$ cat config.mk
export PLATFORM = sky130hd
export DESIGN_NAME = axi_read_burst_responder
export DESIGN_NICKNAME = d
export VERILOG_FILES = /design/src/rtl/rasterix_axi_pkg.sv /design/src/rtl/axi_ar_fifo.sv /design/src/rtl/axi_read_burst_responder.sv
export SDC_FILE = /design/constraint.sdc
export NUM_CORES = 1
export LEC_CHECK = 0
export CORE_MARGIN = 5
export CORE_UTILIZATION = 55
export CTS_BUF_LIST = sky130_fd_sc_hd__clkbuf_8
export DETAILED_ROUTE_END_ITERATION = 8
export MAX_ROUTING_LAYER = met4
export PLACE_DENSITY = 0.92
export SYNTH_ARGS = -nofsm -noshare
export SYNTH_HDL_FRONTEND = slang
export SYNTH_SLANG_ARGS = --single-unit
$ cat constraint.sdc
create_clock -name aclk -period 5.2 [get_ports aclk]
set_input_delay 0.52 -clock aclk [delete_from_list [all_inputs] [get_ports aclk]]
set_output_delay 0.52 -clock aclk [all_outputs]
set_load 0.005 [all_outputs]
$ cat src/rtl/rasterix_axi_pkg.sv
// Shared AXI read-channel constants and payload structs for the rasterix memory slice.
package rasterix_axi_pkg;

    localparam int unsigned AXI_ID_WIDTH   = 8;
    localparam int unsigned AXI_ADDR_WIDTH = 32;
    localparam int unsigned AXI_DATA_WIDTH = 64;

    localparam logic [1:0] AXI_BURST_FIXED = 2'd0;
    localparam logic [1:0] AXI_BURST_INCR  = 2'd1;
    localparam logic [1:0] AXI_BURST_WRAP  = 2'd2;
    localparam logic [1:0] AXI_BURST_RSVD  = 2'd3;

    localparam logic [1:0] AXI_RESP_OKAY   = 2'b00;
    localparam logic [1:0] AXI_RESP_SLVERR = 2'b10;

    typedef struct packed {
        logic [AXI_ID_WIDTH-1:0]   id;
        logic [AXI_ADDR_WIDTH-1:0] addr;
        logic [7:0]                len;
        logic [2:0]                size;
        logic [1:0]                burst;
    } ar_req_t;

    typedef struct packed {
        logic [AXI_ID_WIDTH-1:0]   id;
        logic [AXI_DATA_WIDTH-1:0] data;
        logic [1:0]                resp;
        logic                      last;
    } r_beat_t;

endpackage

$ cat src/rtl/axi_ar_fifo.sv
// Synchronous FIFO holding accepted AR requests until the burst expander takes them.
module axi_ar_fifo
    import rasterix_axi_pkg::*;
#(
    parameter int unsigned DEPTH = 4
) (
    input  logic                         aclk,
    input  logic                         resetn,
    input  logic                         push,
    input  ar_req_t                      push_data,
    input  logic                         pop,
    output ar_req_t                      pop_data,
    output logic                         full,
    output logic                         empty,
    output logic [$clog2(DEPTH):0]       count
);

    localparam int unsigned PTR_W = $clog2(DEPTH);
    localparam int unsigned CNT_W = PTR_W + 1;

    ar_req_t            mem [DEPTH];
    logic [PTR_W-1:0]   wr_ptr;
    logic [PTR_W-1:0]   rd_ptr;
    logic               do_push;
    logic               do_pop;

    assign full     = (count == CNT_W'(DEPTH));
    assign empty    = (count == '0);
    assign do_push  = push && !full;
    assign do_pop   = pop && !empty;
    assign pop_data = mem[rd_ptr];

    // Storage array; contents need no reset since count gates visibility.
    always_ff @(posedge aclk) begin
        if (do_push) begin
            mem[wr_ptr] <= push_data;
        end
    end

    // Pointers and occupancy.
    always_ff @(posedge aclk) begin
        if (!resetn) begin
            wr_ptr <= '0;
            rd_ptr <= '0;
            count  <= '0;
        end else begin
            if (do_push) wr_ptr <= wr_ptr + PTR_W'(1);
            if (do_pop)  rd_ptr <= rd_ptr + PTR_W'(1);
            count <= count + CNT_W'(do_push) - CNT_W'(do_pop);
        end
    end

endmodule

$ cat src/rtl/axi_read_burst_responder.sv
// AXI4 read responder: queues AR bursts, expands them into SRAM word reads and returns R beats.
// Optional feature macro RASTERIX_AXI_WRAP_BURST_EN enables WRAP burst decoding; without it
// every WRAP request is answered as an SLVERR burst with INCR addressing.
module axi_read_burst_responder
    import rasterix_axi_pkg::*;
#(
    parameter int unsigned ADDR_WIDTH     = AXI_ADDR_WIDTH,
    parameter int unsigned DATA_WIDTH     = AXI_DATA_WIDTH,
    parameter int unsigned ID_WIDTH       = AXI_ID_WIDTH,
    parameter int unsigned MEM_ADDR_WIDTH = 16,
    parameter int unsigned AR_FIFO_DEPTH  = 4
) (
    input  logic                      aclk,
    input  logic                      resetn,
    input  logic [ID_WIDTH-1:0]       arid,
    input  logic [ADDR_WIDTH-1:0]     araddr,
    input  logic [7:0]                arlen,
    input  logic [2:0]                arsize,
    input  logic [1:0]                arburst,
    input  logic                      arvalid,
    output logic                      arready,
    output logic [ID_WIDTH-1:0]       rid,
    output logic [DATA_WIDTH-1:0]     rdata,
    output logic [1:0]                rresp,
    output logic                      rlast,
    output logic                      rvalid,
    input  logic                      rready,
    output logic [MEM_ADDR_WIDTH-1:0] memAddr,
    output logic                      memRe,
    input  logic [DATA_WIDTH-1:0]     memRdata,
    output logic                      busy
);

    localparam int unsigned LOG2B = $clog2(DATA_WIDTH / 8);
    localparam int unsigned CNT_W = $clog2(AR_FIFO_DEPTH) + 1;

    localparam logic [0:0] ST_IDLE  = 1'b0;
    localparam logic [0:0] ST_BURST = 1'b1;

    ar_req_t            push_req;
    ar_req_t            pop_req;
    logic               fifo_full;
    logic               fifo_empty;
    logic               fifo_pop;
    logic [CNT_W-1:0]   fifo_count;
    logic [CNT_W-1:0]   fifo_count_nxt;
    logic               ar_push;

    logic [0:0]         state;
    logic [0:0]         state_nxt;
    logic               issue;
    logic               credit_ok;

    logic [ADDR_WIDTH-1:0] ctx_addr;
    logic [ID_WIDTH-1:0]   ctx_id;
    logic [7:0]            ctx_cnt;
    logic [2:0]            ctx_size;
    logic [1:0]            ctx_mode;
    logic                  ctx_err;
    logic [ADDR_WIDTH-1:0] step;
    logic [ADDR_WIDTH-1:0] addr_nxt;
`ifdef RASTERIX_AXI_WRAP_BURST_EN
    logic [ADDR_WIDTH-1:0] ctx_mask;
    logic [ADDR_WIDTH-1:0] dec_mask;
`endif

    logic                  dec_wrap_ok;
    logic                  dec_err;
    logic [1:0]            dec_mode;

    logic                  infl_v;
    logic [ID_WIDTH-1:0]   infl_id;
    logic                  infl_last;
    logic [1:0]            infl_resp;

    r_beat_t               in_beat;
    r_beat_t               rbuf0;
    r_beat_t               rbuf1;
    logic [1:0]            rcount;
    logic                  r_pop;

    // Pack the AR channel into the queue payload.
    always_comb begin
        push_req       = '0;
        push_req.id    = arid;
        push_req.addr  = araddr;
        push_req.len   = arlen;
        push_req.size  = arsize;
        push_req.burst = arburst;
    end

    assign ar_push        = arvalid && arready && !fifo_full;
    assign fifo_count_nxt = fifo_count + CNT_W'(ar_push) - CNT_W'(fifo_pop);

    axi_ar_fifo #(
        .DEPTH (AR_FIFO_DEPTH)
    ) u_ar_fifo (
        .aclk      (aclk),
        .resetn    (resetn),
        .push      (ar_push),
        .push_data (push_req),
        .pop       (fifo_pop),
        .pop_data  (pop_req),
        .full      (fifo_full),
        .empty     (fifo_empty),
        .count     (fifo_count)
    );

    // arready follows next-cycle occupancy, so a pop only frees a slot one cycle later.
    always_ff @(posedge aclk) begin
        if (!resetn) arready <= 1'b0;
        else         arready <= (fifo_count_nxt != CNT_W'(AR_FIFO_DEPTH));
    end

    // Classify the request at the head of the queue: error flag and addressing mode.
    always_comb begin
        dec_wrap_ok = 1'b0;
`ifdef RASTERIX_AXI_WRAP_BURST_EN
        dec_wrap_ok = (pop_req.burst == AXI_BURST_WRAP) &&
                      (pop_req.len inside {8'd1, 8'd3, 8'd7, 8'd15});
        dec_mask    = ((ADDR_WIDTH'(pop_req.len) + ADDR_WIDTH'(1)) << pop_req.size) - ADDR_WIDTH'(1);
`endif
        dec_err = (32'(pop_req.size) > LOG2B) ||
                  (pop_req.burst == AXI_BURST_RSVD) ||
                  ((pop_req.burst == AXI_BURST_WRAP) && !dec_wrap_ok);
        if (pop_req.burst == AXI_BURST_FIXED) dec_mode = AXI_BURST_FIXED;
        else if (dec_wrap_ok)                 dec_mode = AXI_BURST_WRAP;
        else                                  dec_mode = AXI_BURST_INCR;
    end

    // Beat issue allowed when in-flight plus buffered beats, after this cycle's drain, leave room.
    assign r_pop     = rvalid && rready;
    assign credit_ok = (3'(infl_v) + 3'(rcount) - 3'(r_pop)) < 3'd2;

    // FSM state register.
    always_ff @(posedge aclk) begin
        if (!resetn) state <= ST_IDLE;
        else         state <= state_nxt;
    end

    // FSM next state: IDLE loads a burst, BURST issues one beat per credited cycle.
    always_comb begin
        state_nxt = state;
        fifo_pop  = 1'b0;
        issue     = 1'b0;
        case (state)
            ST_IDLE: begin
                if (!fifo_empty) begin
                    fifo_pop  = 1'b1;
                    state_nxt = ST_BURST;
                end
            end
            ST_BURST: begin
                if (credit_ok) begin
                    issue = 1'b1;
                    if (ctx_cnt == 8'd0) state_nxt = ST_IDLE;
                end
            end
            default: state_nxt = ST_IDLE;
        endcase
    end

    assign memRe   = issue;
    assign memAddr = ctx_addr[LOG2B +: MEM_ADDR_WIDTH];

    // Next beat address for the active burst.
    always_comb begin
        step     = ADDR_WIDTH'(1) << ctx_size;
        addr_nxt = ctx_addr + step;
        case (ctx_mode)
            AXI_BURST_FIXED: addr_nxt = ctx_addr;
`ifdef RASTERIX_AXI_WRAP_BURST_EN
            AXI_BURST_WRAP:  addr_nxt = (ctx_addr & ~ctx_mask) | ((ctx_addr + step) & ctx_mask);
`endif
            default: begin end
        endcase
    end

    // Burst context: loaded on pop, stepped on every issued beat.
    always_ff @(posedge aclk) begin
        if (!resetn) begin
            ctx_addr <= '0;
            ctx_id   <= '0;
            ctx_cnt  <= '0;
            ctx_size <= '0;
            ctx_mode <= AXI_BURST_INCR;
            ctx_err  <= 1'b0;
`ifdef RASTERIX_AXI_WRAP_BURST_EN
            ctx_mask <= '0;
`endif
        end else if (fifo_pop) begin
            ctx_addr <= pop_req.addr;
            ctx_id   <= pop_req.id;
            ctx_cnt  <= pop_req.len;
            ctx_size <= pop_req.size;
            ctx_mode <= dec_mode;
            ctx_err  <= dec_err;
`ifdef RASTERIX_AXI_WRAP_BURST_EN
            ctx_mask <= dec_mask;
`endif
        end else if (issue) begin
            ctx_addr <= addr_nxt;
            ctx_cnt  <= ctx_cnt - 8'd1;
        end
    end

    // In-flight tag for the beat whose SRAM data arrives next cycle.
    always_ff @(posedge aclk) begin
        if (!resetn) begin
            infl_v    <= 1'b0;
            infl_id   <= '0;
            infl_last <= 1'b0;
            infl_resp <= AXI_RESP_OKAY;
        end else begin
            infl_v <= issue;
            if (issue) begin
                infl_id   <= ctx_id;
                infl_last <= (ctx_cnt == 8'd0);
                infl_resp <= ctx_err ? AXI_RESP_SLVERR : AXI_RESP_OKAY;
            end
        end
    end

    always_comb begin
        in_beat      = '0;
        in_beat.id   = infl_id;
        in_beat.data = memRdata;
        in_beat.resp = infl_resp;
        in_beat.last = infl_last;
    end

    // Two-entry R output buffer; rbuf0 is the presented head.
    always_ff @(posedge aclk) begin
        if (!resetn) begin
            rbuf0  <= '0;
            rbuf1  <= '0;
            rcount <= 2'd0;
        end else begin
            case ({infl_v, r_pop})
                2'b10: begin
                    if (rcount == 2'd0) rbuf0 <= in_beat;
                    else                rbuf1 <= in_beat;
                    rcount <= rcount + 2'd1;
                end
                2'b01: begin
                    rbuf0  <= rbuf1;
                    rcount <= rcount - 2'd1;
                end
                2'b11: begin
                    if (rcount == 2'd1) begin
                        rbuf0 <= in_beat;
                    end else begin
                        rbuf0 <= rbuf1;
                        rbuf1 <= in_beat;
                    end
                end
                default: begin end
            endcase
        end
    end

    assign rvalid = (rcount != 2'd0);
    assign rid    = rbuf0.id;
    assign rdata  = rbuf0.data;
    assign rresp  = rbuf0.resp;
    assign rlast  = rbuf0.last;

    assign busy = !fifo_empty || (state == ST_BURST) || infl_v || (rcount != 2'd0);

endmodule

==> results.md, run 1 <==
- The run finished with clean final reports.
- The clock network latency to the later pin of the worst-skew pair is 0.60 ns.
- Yosys mapped the design onto between 50 and 60 distinct sky130hd cell types.
- Relative to the synthesized area, the layout overhead comes to 21.7%.
- By instance count, the leading cell after synthesis is sky130_fd_sc_hd__dfxtp_1.
- The clock network burns 22.4% of the power.
- The min-delay analysis places its worst path in the category flop to flop.
- The share of cells above drive strength 1 is 9.71%.
- Hold is met by 0.443 ns.
- The arrival time of data at the critical path endpoint is 3.65 ns.
- The ratio of total power to cell area is 568 nW/um^2.
- The internal cell power is 6.63 mW.
- The remaining max-slew budget at the tightest pin is between 20 and 30%.
- The max-capacitance violation count is 0.
- For the worst setup path, the data required time is between 4 and 5 ns.
- The net load switching power is 3.57 mW.
- Clock tree synthesis found a total of 372 sinks.
- Yosys attributes the largest share of cell area to sky130_fd_sc_hd__edfxtp_1, sky130_fd_sc_hd__dfxtp_1, sky130_fd_sc_hd__mux4_2, sky130_fd_sc_hd__nand2_1, sky130_fd_sc_hd__a221oi_1.
- The finished layout holds 1856 standard cells, fillers aside.
- The cell count after synthesis came out at 1313.
- Power comes to 10.2 mW.
- The highest fanout seen on the critical path is 16.
- The post-detailed-routing wire length is 35.6 mm.
- At the pin with the least slew margin, the transition time is 1.09 ns.
- The area share of the leading cell type in the synthesized netlist is 32.5%.
- The net count of the mapped netlist is between 1000 and 1500.
- The total count of max-transition violations in the final report is 0.
- The average detailed-routed wire length per instance is roughly 19 microns.
- The number of flops mapped to enable cells by yosys is between 150 and 200.
- The global placer's final weighted congestion is 0.884.
- In the final design database the tool counted ~1600 nets.
- The area of the die is 30200 sq um.
- The via count of the first global-routing pass was 10724.
- The worst clock skew on the final layout is 0.0369 ns.
- The depth of the CTS H-tree is 2.
- The per-instance average area after synthesis is 11.2 sq um.
- The die is 174 microns wide.
- After detailed routing, the number of vias per cell comes to around 6.0.
- The initial standard-cell utilization of the core is 55.2%.
- In the synthesized netlist the async set-or-reset flop fraction comes to 0%.
- Buffers inserted during clock tree synthesis total 57.
- Counting tap cells, the placed design contains a total of 1755 instances.
- The peak supply drop is 0.322 mV.
- The placed wire-length estimate is around 22 mm.
- By count the netlist is led by sky130_fd_sc_hd__dfxtp_1, sky130_fd_sc_hd__nand2_1, sky130_fd_sc_hd__edfxtp_1, sky130_fd_sc_hd__a21oi_1, sky130_fd_sc_hd__nor2_1.
- Summed over all cells, the static leakage comes to around 6.2 nW.
- Clock-pin slew was measured on the worst setup and hold paths at 0.06 ns.
- The commonest register cell after synthesis is sky130_fd_sc_hd__dfxtp_1.
- The worst setup path is captured at an output pin.
- The top-level I/O count is 216.
- Global routing consumed, over all layers together, 23.1% of the routing resources.
- STA classifies the critical path startpoint as a flop.
- Counting the fill cells in the layout gives 1848.
- Counting I/O delays and the setup requirement, the final critical path takes 4.17 ns.
- In the final timing run, aggregate negative setup slack is 0 ns.
- In this run, flip-flops and latches consume 41.4% of the power.
- The residual antenna-violating net count after detailed routing is 0.
- The number of setup buffers added after CTS is 0.
- The area of the mapped netlist is 14800 sq um.
- Synthesis inferred 372 register bits.
- Setup repair after global routing left no endpoint under its margin.
- Input and output buffers added on the ports amount to 201.
- Summed over all instances, the cell type with the most area after synthesis is sky130_fd_sc_hd__edfxtp_1.
- The Yosys warning count is 0.
- After layout, the worst path uses 80.2% of the clock period.
- The number of buffers between clock root and the deepest sink is 3.
- Timing would allow up to approximately 240 MHz.
- The first global-routing pass estimated around 56 mm of wire.
- The number of DRC markers after the initial detailed-route iteration is roughly 1500.
- Buffers inserted to repair hold after CTS numbered 0.
- The number of placement rows is 60.
- Once placement finished, the instance area stood at 16900 sq um.
- Net switching is 35.0% of the power.
- The number of gates given a new drive strength after cts is 0.
- The worst setup path is of the flop to output pin kind.
- The die height is 174 microns.
- Combinational logic burns 36.2% of the power.
- The number of failing hold endpoints at the final stage is 0.
- The pre-antenna-repair detailed-routing pass consisted of 6 iterations.
- Setup violations remaining at the end of the flow were counted as 0.
- The share of synthesized area occupied by flip-flops and latches is 61.3%.
- The largest net degree at the start of global routing is 100.
- The number of remaining DRC errors is 0.
- The residual overflow from global routing is 0.
- The cell at the root of the clock tree is sky130_fd_sc_hd__clkbuf_8.
- The initial antenna violation count is 1.
- The total area inside the core boundary comes to approximately 27000 sq um.
- The total via count after detailed routing is 11129.
- The TritonCTS clock tree is built.
- The cell area after layout is 18000 sq um.
[power by group through the flow]
stage	Combinational (mW)	Sequential [mW]	Clock (mW)
floorplan	2.37	4.15	0
global placement	3.50	4.22	0
detailed placement	3.64	4.27	0
CTS	3.68	4.22	2.33
global route	4.03	4.29	2.47
finish	3.69	4.22	2.29
[critical path, cell delays in order, from the launching register on]
cell                              delay, ns
sky130_fd_sc_hd__dfxtp_1               0.34
sky130_fd_sc_hd__inv_1                 0.11
sky130_fd_sc_hd__ha_1                  0.26
sky130_fd_sc_hd__nor2b_1               0.43
sky130_fd_sc_hd__ha_1                  0.33
sky130_fd_sc_hd__nor2_1                0.12
sky130_fd_sc_hd__fa_1                  0.44
sky130_fd_sc_hd__nor2b_1               0.19
sky130_fd_sc_hd__nand2_1               0.07
sky130_fd_sc_hd__buf_4                 0.20
sky130_fd_sc_hd__clkinv_1              0.08
sky130_fd_sc_hd__clkdlybuf4s50_1       0.51
[layer usage]
layer / global-route usage [%] / wire (microns) / part of all wire, % / vias to the layer above
met2: 38.4 / 17800 / 50 / 566
met4: 7.03 / 1000 / 2.8 / 0
met3: 5.15 / 2930 / 8.2 / 87
met1: 28.6 / 13800 / 39 / 5374
met5: - / 0 / 0 / -
li1: - / - / - / 5102
[sequential cells by signal, indices dropped and copies added, names as in the netlist, 2 cells and up, named ones only]
register,flops
ctx_id,8
u_ar_fifo.count,3
rid,8
ctx_addr,19
ctx_cnt,8
ctx_size,3
u_ar_fifo.mem,160
rbuf1,74
infl_id,8
u_ar_fifo.rd_ptr,2
rdata,64
rcount,2
u_ar_fifo.wr_ptr,2
[final timing paths]
kind / start / to / slack [ns] / depth (start not counted)
setup / recovery: rcount[1] / memRe / 1.03 / 11
hold / removal: ctx_id[5] / infl_id[5] / 0.44 / 2
setup reg to reg: rcount[1] / ctx_addr[9] / 1.23 / 11
hold reg to reg: ctx_id[5] / infl_id[5] / 0.44 / 2
[cell families after synthesis]
| kind of cell | synth area share [%] |
|---|---|
| AO/OA/AOI/OAI | 11.5 |
| XOR/XNOR | 0.831 |
| adder cells (fa/ha/maj) | 2.49 |
| buffers and inverters | 3.97 |
| flip-flops | 61.3 |
| multiplexers | 6.37 |
| other | 0.0254 |
| AND/OR/NAND/NOR | 13.5 |
[layout make-up]
type / instances / area [sq um] / area share, %
Clock buffer: 63 / 867 / 4.83
Antenna cell: 1 / 2.50 / 0.0139
Timing Repair Buffer: 213 / 2110 / 11.8
Tap cell: 341 / 427 / 2.38
Inverter: 25 / 98.8 / 0.550
Clock inverter: 37 / 218 / 1.21
Sequential cell: 372 / 9050 / 50.4
Multi-Input combinational cell: 804 / 5180 / 28.9
[placed cells by master, fill, tap and decap left out, types with 7 or more instances in the layout]
cell	n
sky130_fd_sc_hd__dfxtp_1	211
sky130_fd_sc_hd__nand2_1	207
sky130_fd_sc_hd__clkdlybuf4s50_1	201
sky130_fd_sc_hd__edfxtp_1	160
sky130_fd_sc_hd__a21oi_1	116
sky130_fd_sc_hd__nor2_1	108
sky130_fd_sc_hd__nor3_1	83
sky130_fd_sc_hd__a221oi_1	74
sky130_fd_sc_hd__clkbuf_8	63
sky130_fd_sc_hd__inv_1	44
sky130_fd_sc_hd__mux4_2	40
sky130_fd_sc_hd__o21ai_0	26
sky130_fd_sc_hd__ha_1	23
sky130_fd_sc_hd__nand3_1	12
sky130_fd_sc_hd__xor2_1	11
sky130_fd_sc_hd__buf_4	11
sky130_fd_sc_hd__or4_1	10
sky130_fd_sc_hd__a31oi_1	9
sky130_fd_sc_hd__o31ai_1	8
sky130_fd_sc_hd__a211oi_1	7
sky130_fd_sc_hd__clkinv_2	7
[stage by stage]
stage / setup WS (ns) / utilization [%]
floorplan: 2.21 / -
global placement: 1.21 / 63.1
detailed placement: 1.01 / 63.1
CTS: 0.973 / 67.2
global route: 0.797 / 67.2
finish: 1.03 / 67.2
(Power assumes the default switching activity.)
==> inputs of run 2 (changes only) <==
Clock period 5.2 ns to 3.9 ns, I/O delays scaled along.
==> results.md, run 2 (synthesis results as in run 1) <==
- The run finished with clean final reports.
- The overall track demand over capacity in global routing was 24.2% (+1.0 points).
- The post-route fraction of the period consumed by the critical path is roughly nine tenths.
- The initial standard-cell utilization of the core is 55.2% (unchanged).
- The max-capacitance violation count is 0 (unchanged).
- The number of remaining DRC errors is 0 (unchanged).
- The average detailed-routed wire length per instance came to 19.3 microns (+0.55%).
- The post-layout net count was 1641 (+1.2%).
- Based on the critical path, the design can be clocked at up to between 200 and 300 MHz.
- The flip-flop count of the largest register after layout was 160 (unchanged).
- The net load switching power is 4.87 mW (+37%).
- The residual overflow from global routing came to 0 (unchanged).
- The root buffer cell chosen for the clock tree is sky130_fd_sc_hd__clkbuf_8.
- The number of setup buffers added after CTS is 0 (unchanged).
- The worst-case register-to-register setup slack is 0.62 ns (-0.61 ns).
- The end point of the critical path is memRe.
- The clock network latency to the later pin of the worst-skew pair was 0.61 ns (about the same).
- The most critical setup path has its startpoint at rcount[0].
- The worst clock skew on the final layout came to 0.0303 ns (-0.00661 ns).
- The critical path capture point type is an output pin.
- The post-cts hold buffer count is 0 (unchanged).
- The internal cell power is 8.98 mW (+36%).
- Setup repair after global routing left no endpoint under its margin.
- The clock network fraction of total power was 21.8% (-0.6 points).
- The launch point of the worst reg-to-reg path is rcount[0].
- The layout filler cell count is 1758 (-4.9%).
- The worst path needs 3.57 ns of the cycle, external delays included.
- The largest net degree at the start of global routing came to 85 (-15%).
- The part of the power in combinational logic is 37.2% (+1.0 points).
- The number of DRC markers after the initial detailed-route iteration is 1249 (-15%).
- The number of placement rows came to 60 (unchanged).
- The top-level I/O count was 216 (unchanged).
- The die height came to 174 microns (unchanged).
- The largest register by flop count is u_ar_fifo.mem.
- The class of the tightest hold or removal check is input port to flop.
- The share of cells above drive strength 1 is 11.1% (+1.4 points).
- The residual antenna-violating net count after detailed routing was 0 (unchanged).
- The via count of the first global-routing pass is 11058 (+3.1%).
- The number of failing hold endpoints at the final stage was 0 (unchanged).
- The average via count per standard cell came to 5.93 (-1.1%).
- The total number of clock tree sinks is 372 (unchanged).
- The arrival time of data at the critical path endpoint came to 3.18 ns (-0.47 ns).
- The reg-to-reg critical path endpoint is ctx_addr[9].
- The ratio of total power to cell area is 764 nW/um^2 (+35%).
- The setup slack after layout is 0.333 ns (-0.695 ns).
- The global placer's final weighted congestion is 0.878 (-0.65%).
- The required arrival time at the worst endpoint is 3.51 ns (-1.17 ns).
- The total count of max-transition violations in the final report came to 0 (unchanged).
- The highest fanout seen on the critical path is 4 (-12).
- The final setup violation count was 0 (unchanged).
- The measured slew at the worst slew-check pin is 1.22 ns (+0.136 ns).
- The area of the die was 30200 sq um (unchanged).
- The post-detailed-routing wire length came to 36.2 mm (+1.7%).
- The worst reg2reg path depth is 11 (unchanged).
- The iteration count of the initial detailed-routing pass is 5 (-1).
- The placed wire-length estimate is 23.8 mm (+7.2%).
- The setup slack after placement is 0.490 ns (-0.521 ns).
- The remaining max-slew budget at the tightest pin came to 18.1% (-9.4 points).
- The initial antenna violation count is 0 (-1).
- The wire length of the first global-routing pass is 58.2 mm (+3.9%).
- Leaving out fill and tap cells, the most frequent cell in the layout is sky130_fd_sc_hd__dfxtp_1.
- The leakage component of the power is 6.26 nW (+1.7%).
- The placeable core area is 26700 sq um (unchanged).
- The depth of the CTS H-tree is 2 (unchanged).
- The total via count after detailed routing is 11128 (-0.0090%).
- The number of buffers between clock root and the deepest sink is 3 (unchanged).
- The post-CTS clock slew at the launch and capture registers of the worst setup and hold paths is 0.07 ns (about the same).
- The relative contribution of sequential cells to total power is 41.0% (-0.4 points).
- The peak supply drop came to 0.402 mV (+25%).
- The switching power as a share of total power was 35.2% (+0.16 points).
- The final antenna diode count is 0 (-1).
- The number of gates given a new drive strength after cts came to 0 (unchanged).
- The number of buffers created by CTS was 56 (-1.8%).
- The setup TNS was 0 ns (unchanged).
- The total of buffers placed on input and output ports is 201 (unchanged).
- The width of the die is 174 microns (unchanged).
- The area growth from synthesis to layout is 22.8%.
- The critical path is of the flop to output pin type.
- The library cells used most frequently in the layout, excluding fill and tap cells, are sky130_fd_sc_hd__dfxtp_1, sky130_fd_sc_hd__nand2_1, sky130_fd_sc_hd__clkdlybuf4s50_1.
- TritonCTS built the clock tree.
- The worst setup path is launched from a flop.
## run 2: power groups by stage
stage | registers [mW] | clock network (mW) | logic [mW]
global route | 5.78 | 3.27 | 5.66
CTS | 5.67 | 3.07 | 5.17
floorplan | 5.53 | 0 | 3.16
detailed placement | 5.74 | 0 | 5.12
finish | 5.68 | 3.02 | 5.16
global placement | 5.67 | 0 | 4.89
## run 2: area by class of cell
class / count / area (sq um) / share of cell area (%)
multi-input cells: 804 / 5180 / 28.6
clock inverters: 38 / 200 / 1.10
well taps: 341 / 427 / 2.35
flip-flops and latches: 372 / 9050 / 49.9
repair buffers: 234 / 2310 / 12.7
inverters: 25 / 98.8 / 0.545
clock buffers: 63 / 867 / 4.78
## run 2: stage by stage
stage / util (%) / hold slack [ns] / power (mW) / cell area (sq um) / std cells
2_1_floorplan: - / 0.429 / 8.69 / 14800 / 1313
3_3_place_gp: 63.9 / 0.441 / 10.6 / 17100 / 1776
3_5_place_dp: 63.9 / 0.446 / 10.9 / 17100 / 1776
4_1_cts: 67.9 / 0.327 / 13.9 / 18100 / 1877
5_1_grt: 67.9 / 0.355 / 14.7 / 18100 / 1877
6_report: 67.9 / 0.371 / 13.9 / 18100 / 1877
## run 2: critical path, stage by stage (launching register included)
cell and delay [ns]:
sky130_fd_sc_hd__dfxtp_1 0.37, sky130_fd_sc_hd__inv_1 0.08, sky130_fd_sc_hd__ha_1 0.27, sky130_fd_sc_hd__nor2b_1 0.17, sky130_fd_sc_hd__ha_1 0.25, sky130_fd_sc_hd__nor2_1 0.11, sky130_fd_sc_hd__fa_1 0.42, sky130_fd_sc_hd__nor2b_1 0.19
sky130_fd_sc_hd__nand2_1 0.11, sky130_fd_sc_hd__clkinv_1 0.11, sky130_fd_sc_hd__clkdlybuf4s50_1 0.51
## run 2: worst min-delay path by stage
stage / start / endpoint / slack [ns] / cells past startpoint
after floorplan: ctx_err / infl_resp[1] / 0.43 / 2
after global placement: rbuf1[26] / rbuf1[26] / 0.44 / 2
after detailed placement: rbuf1[24] / rbuf1[24] / 0.45 / 2
after CTS: memRdata[52] / rbuf1[55] / 0.33 / 3
after global routing: memRdata[38] / rbuf1[41] / 0.36 / 3
final: memRdata[61] / rbuf1[64] / 0.37 / 3
## run 2: routing by layer
| layer | vias to the layer above | track usage [%] | share of wire, % |
|---|---|---|---|
| met2 | 542 | 40.7 | 50 |
| li1 | 5137 | - | - |
| met3 | 81 | 4.99 | 8.2 |
| met5 | - | - | 0 |
| met4 | 0 | 7.59 | 3.0 |
| met1 | 5368 | 29.5 | 39 |
==> inputs of run 3 (changes only) <==
Settings changed: CAP_MARGIN set to 20, CORE_MARGIN 5 to 3.
==> results.md, run 3 (synthesis results as in run 1) <==
- The max-capacitance violation count came to 0 (unchanged).
- The final standard cell utilization of the core is 69.5% (+1.7 points).
- The number of buffers between clock root and the deepest sink was 3 (unchanged).
- STA classifies the critical path endpoint as an output pin.
- The average via count per standard cell came to 5.98 (+0.87%).
- The final antenna diode count is 0 (unchanged).
- The depth of the CTS H-tree is 2 (unchanged).
- The iteration count of the initial detailed-routing pass is 5 (unchanged).
- The worst clock skew on the final layout came to 0.0496 ns (+0.0193 ns).
- The wire length of the first global-routing pass was 57.1 mm (-1.9%).
- The placed wire-length estimate is 22.8 mm (-4.1%).
- The flow ran to the end, and the final reports show no timing, DRC or antenna violations.
- The required arrival time at the worst endpoint is 3.51 ns (about the same).
- The final setup violation count is 0 (unchanged).
- The peak supply drop is 0.485 mV (+21%).
- The number of setup buffers added after CTS is 0 (unchanged).
- The largest delay contributor family on the critical path is adder cells.
- The total number of clock tree sinks is 372 (unchanged).
- The post-route minimum period is 3.55 ns (-0.0128 ns).
- The leakage component of the power came to 6.30 nW (+0.61%).
- The ratio of total power to cell area is 774 nW/um^2 (+1.3%).
- The clock network latency to the later pin of the worst-skew pair was 0.60 ns (about the same).
- The cell at the root of the clock tree is sky130_fd_sc_hd__clkbuf_8.
- The placeable core area came to 26200 sq um (-1.9%).
- The via count of the first global-routing pass was 10747 (-2.8%).
- The remaining max-slew budget at the tightest pin came to 29.9% (+12 points).
- Setup repair after global routing left no endpoint under its margin.
- The area of the multi-input gates is 5180 sq um (unchanged).
- The flip-flop count of the largest register after layout was 160 (unchanged).
- The min-delay analysis places its worst path in the category input port to flop.
- The number of remaining DRC errors is 0 (unchanged).
- The residual overflow from global routing came to 0 (unchanged).
- The initial standard-cell utilization of the core is 56.3% (+1.1 points).
- The post-route fraction of the period consumed by the critical path is 91.1% (-0.33 points).
- The critical path in this run is classified as flop to output pin.
- The share of cells above drive strength 1 is 11.2% (+0.17 points).
- The setup slack after placement is 0.498 ns (+0.00826 ns).
- The post-CTS clock slew at the launch and capture registers of the worst setup and hold paths came to 0.06 ns (about the same).
- The post-layout net count came to 1638 (-0.18%).
- The library cells used most frequently in the layout, excluding fill and tap cells, are sky130_fd_sc_hd__dfxtp_1, sky130_fd_sc_hd__nand2_1, sky130_fd_sc_hd__clkdlybuf4s50_1.
- The number of buffers created by CTS is 58 (+3.6%).
- The TritonCTS clock tree is built.
- The post-cts hold buffer count came to 0 (unchanged).
- The number of gates given a new drive strength after cts came to 0 (unchanged).
- The die height is 170 microns (-2.3%).
- The residual antenna-violating net count after detailed routing came to 0 (unchanged).
- The setup TNS came to 0 ns (unchanged).
- The top achievable clock speed is 281 MHz (+0.36%).
- The width of the die is 170 microns (-2.3%).
- The number of DRC markers after the initial detailed-route iteration is 1345 (+7.7%).
- The average detailed-routed wire length per instance came to 19.4 microns (+0.60%).
- The total of buffers placed on input and output ports came to 201 (unchanged).
- The buffers plus inverters on the worst setup path came to 3 (unchanged).
- The initial antenna violation count is 0 (unchanged).
- The overall track demand over capacity in global routing was 25.3% (+1.1 points).
- The setup slack after layout is 0.346 ns (+0.0128 ns).
- Leaving out fill and tap cells, the most frequent cell in the layout is sky130_fd_sc_hd__dfxtp_1.
- The layout filler cell count came to 1702 (-3.2%).
- The area of the die is 28800 sq um (-4.5%).
- The measured slew at the worst slew-check pin is 1.05 ns (-0.172 ns).
- Compared with the post-synthesis result, the final layout area differs by 23.4%.
- The startpoint kind of the worst setup timing path is a flop.
- Counting flops per register, the top entry is u_ar_fifo.mem.
- The top-level I/O count is 216 (unchanged).
- The number of placement rows is 59 (-1.7%).
- The largest net degree at the start of global routing is 75 (-12%).
- The post-detailed-routing wire length is 36.3 mm (+0.49%).
- The slowest stage of the critical path is the sky130_fd_sc_hd__clkdlybuf4s50_1 cell.
- The highest fanout seen on the critical path is 4 (unchanged).
- The area of all sequential standard cells was 9050 sq um (unchanged).
- The total count of max-transition violations in the final report is 0 (unchanged).
- The global placer's final weighted congestion was 0.890 (+1.4%).
- The arrival time of data at the critical path endpoint is 3.16 ns (-0.02 ns).
- The number of failing hold endpoints at the final stage was 0 (unchanged).
- The total via count after detailed routing is 11213 (+0.76%).
- The maximum cell stage delay along the critical path is 0.51 ns (about the same).
- The critical path goes through inv_1 > ha_1 > nor2b_1 > ha_1 > nor2_1 > fa_1 > nor2b_1 > nand2_1 > clkinv_1 > clkdlybuf4s50_1.
run 3: worst paths after layout:
path / startpoint / end / slack [ns] / cells past startpoint
max: rcount[0] / memRe / 0.35 / 10
min: memRdata[52] / rbuf1[55] / 0.37 / 3
min reg2reg: rbuf1[45] / rbuf1[45] / 0.45 / 2
max reg2reg: rcount[0] / ctx_addr[9] / 0.64 / 11
run 3: routing by layer:
layer  track usage [%]  part of all wire [%]  vias to the layer above
met1              31.4                    39                     5406
met2              42.3                    51                      589
met4              7.11                   2.1                        0
li1                  -                     -                     5143
met3              5.23                   8.7                       75
met5                 -                     0                        -
run 3: metrics by stage:
step                      power [mW]  hold WS (ns)  cell area, sq um  cells
after floorplan                 8.69         0.429             14800   1313
after global placement          10.6         0.441             17000   1765
after detailed placement        10.8         0.446             17000   1765
after CTS                       14.1         0.339             18200   1875
after global routing            14.9         0.367             18200   1875
final                           14.1         0.374             18200   1875
run 3: area by class of cell:
| type | instances | area share, % |
|---|---|---|
| well taps | 335 | 2.30 |
| clock buffers | 68 | 5.14 |
| repair buffers | 229 | 12.4 |
| inverters | 25 | 0.543 |
| multi-input cells | 804 | 28.4 |
| flip-flops and latches | 372 | 49.7 |
| clock inverters | 42 | 1.48 |
run 3: worst register-to-register path, cell delays in order, from the launching register on:
cell and delay, ns:
sky130_fd_sc_hd__dfxtp_1 0.37, sky130_fd_sc_hd__inv_1 0.08, sky130_fd_sc_hd__ha_1 0.27, sky130_fd_sc_hd__nor2b_1 0.19, sky130_fd_sc_hd__ha_1 0.25, sky130_fd_sc_hd__nor2_1 0.11, sky130_fd_sc_hd__fa_1 0.43, sky130_fd_sc_hd__nor2b_1 0.19
sky130_fd_sc_hd__and3_1 0.25, sky130_fd_sc_hd__nand3_1 0.29, sky130_fd_sc_hd__or3_2 0.49, sky130_fd_sc_hd__a311oi_1 0.28
run 3: power breakdown:
part | internal [mW] | switching, mW
Clock | 1.80 | 1.49
Sequential | 5.01 | 0.690
Combinational | 2.40 | 2.72
Total | 9.20 | 4.90
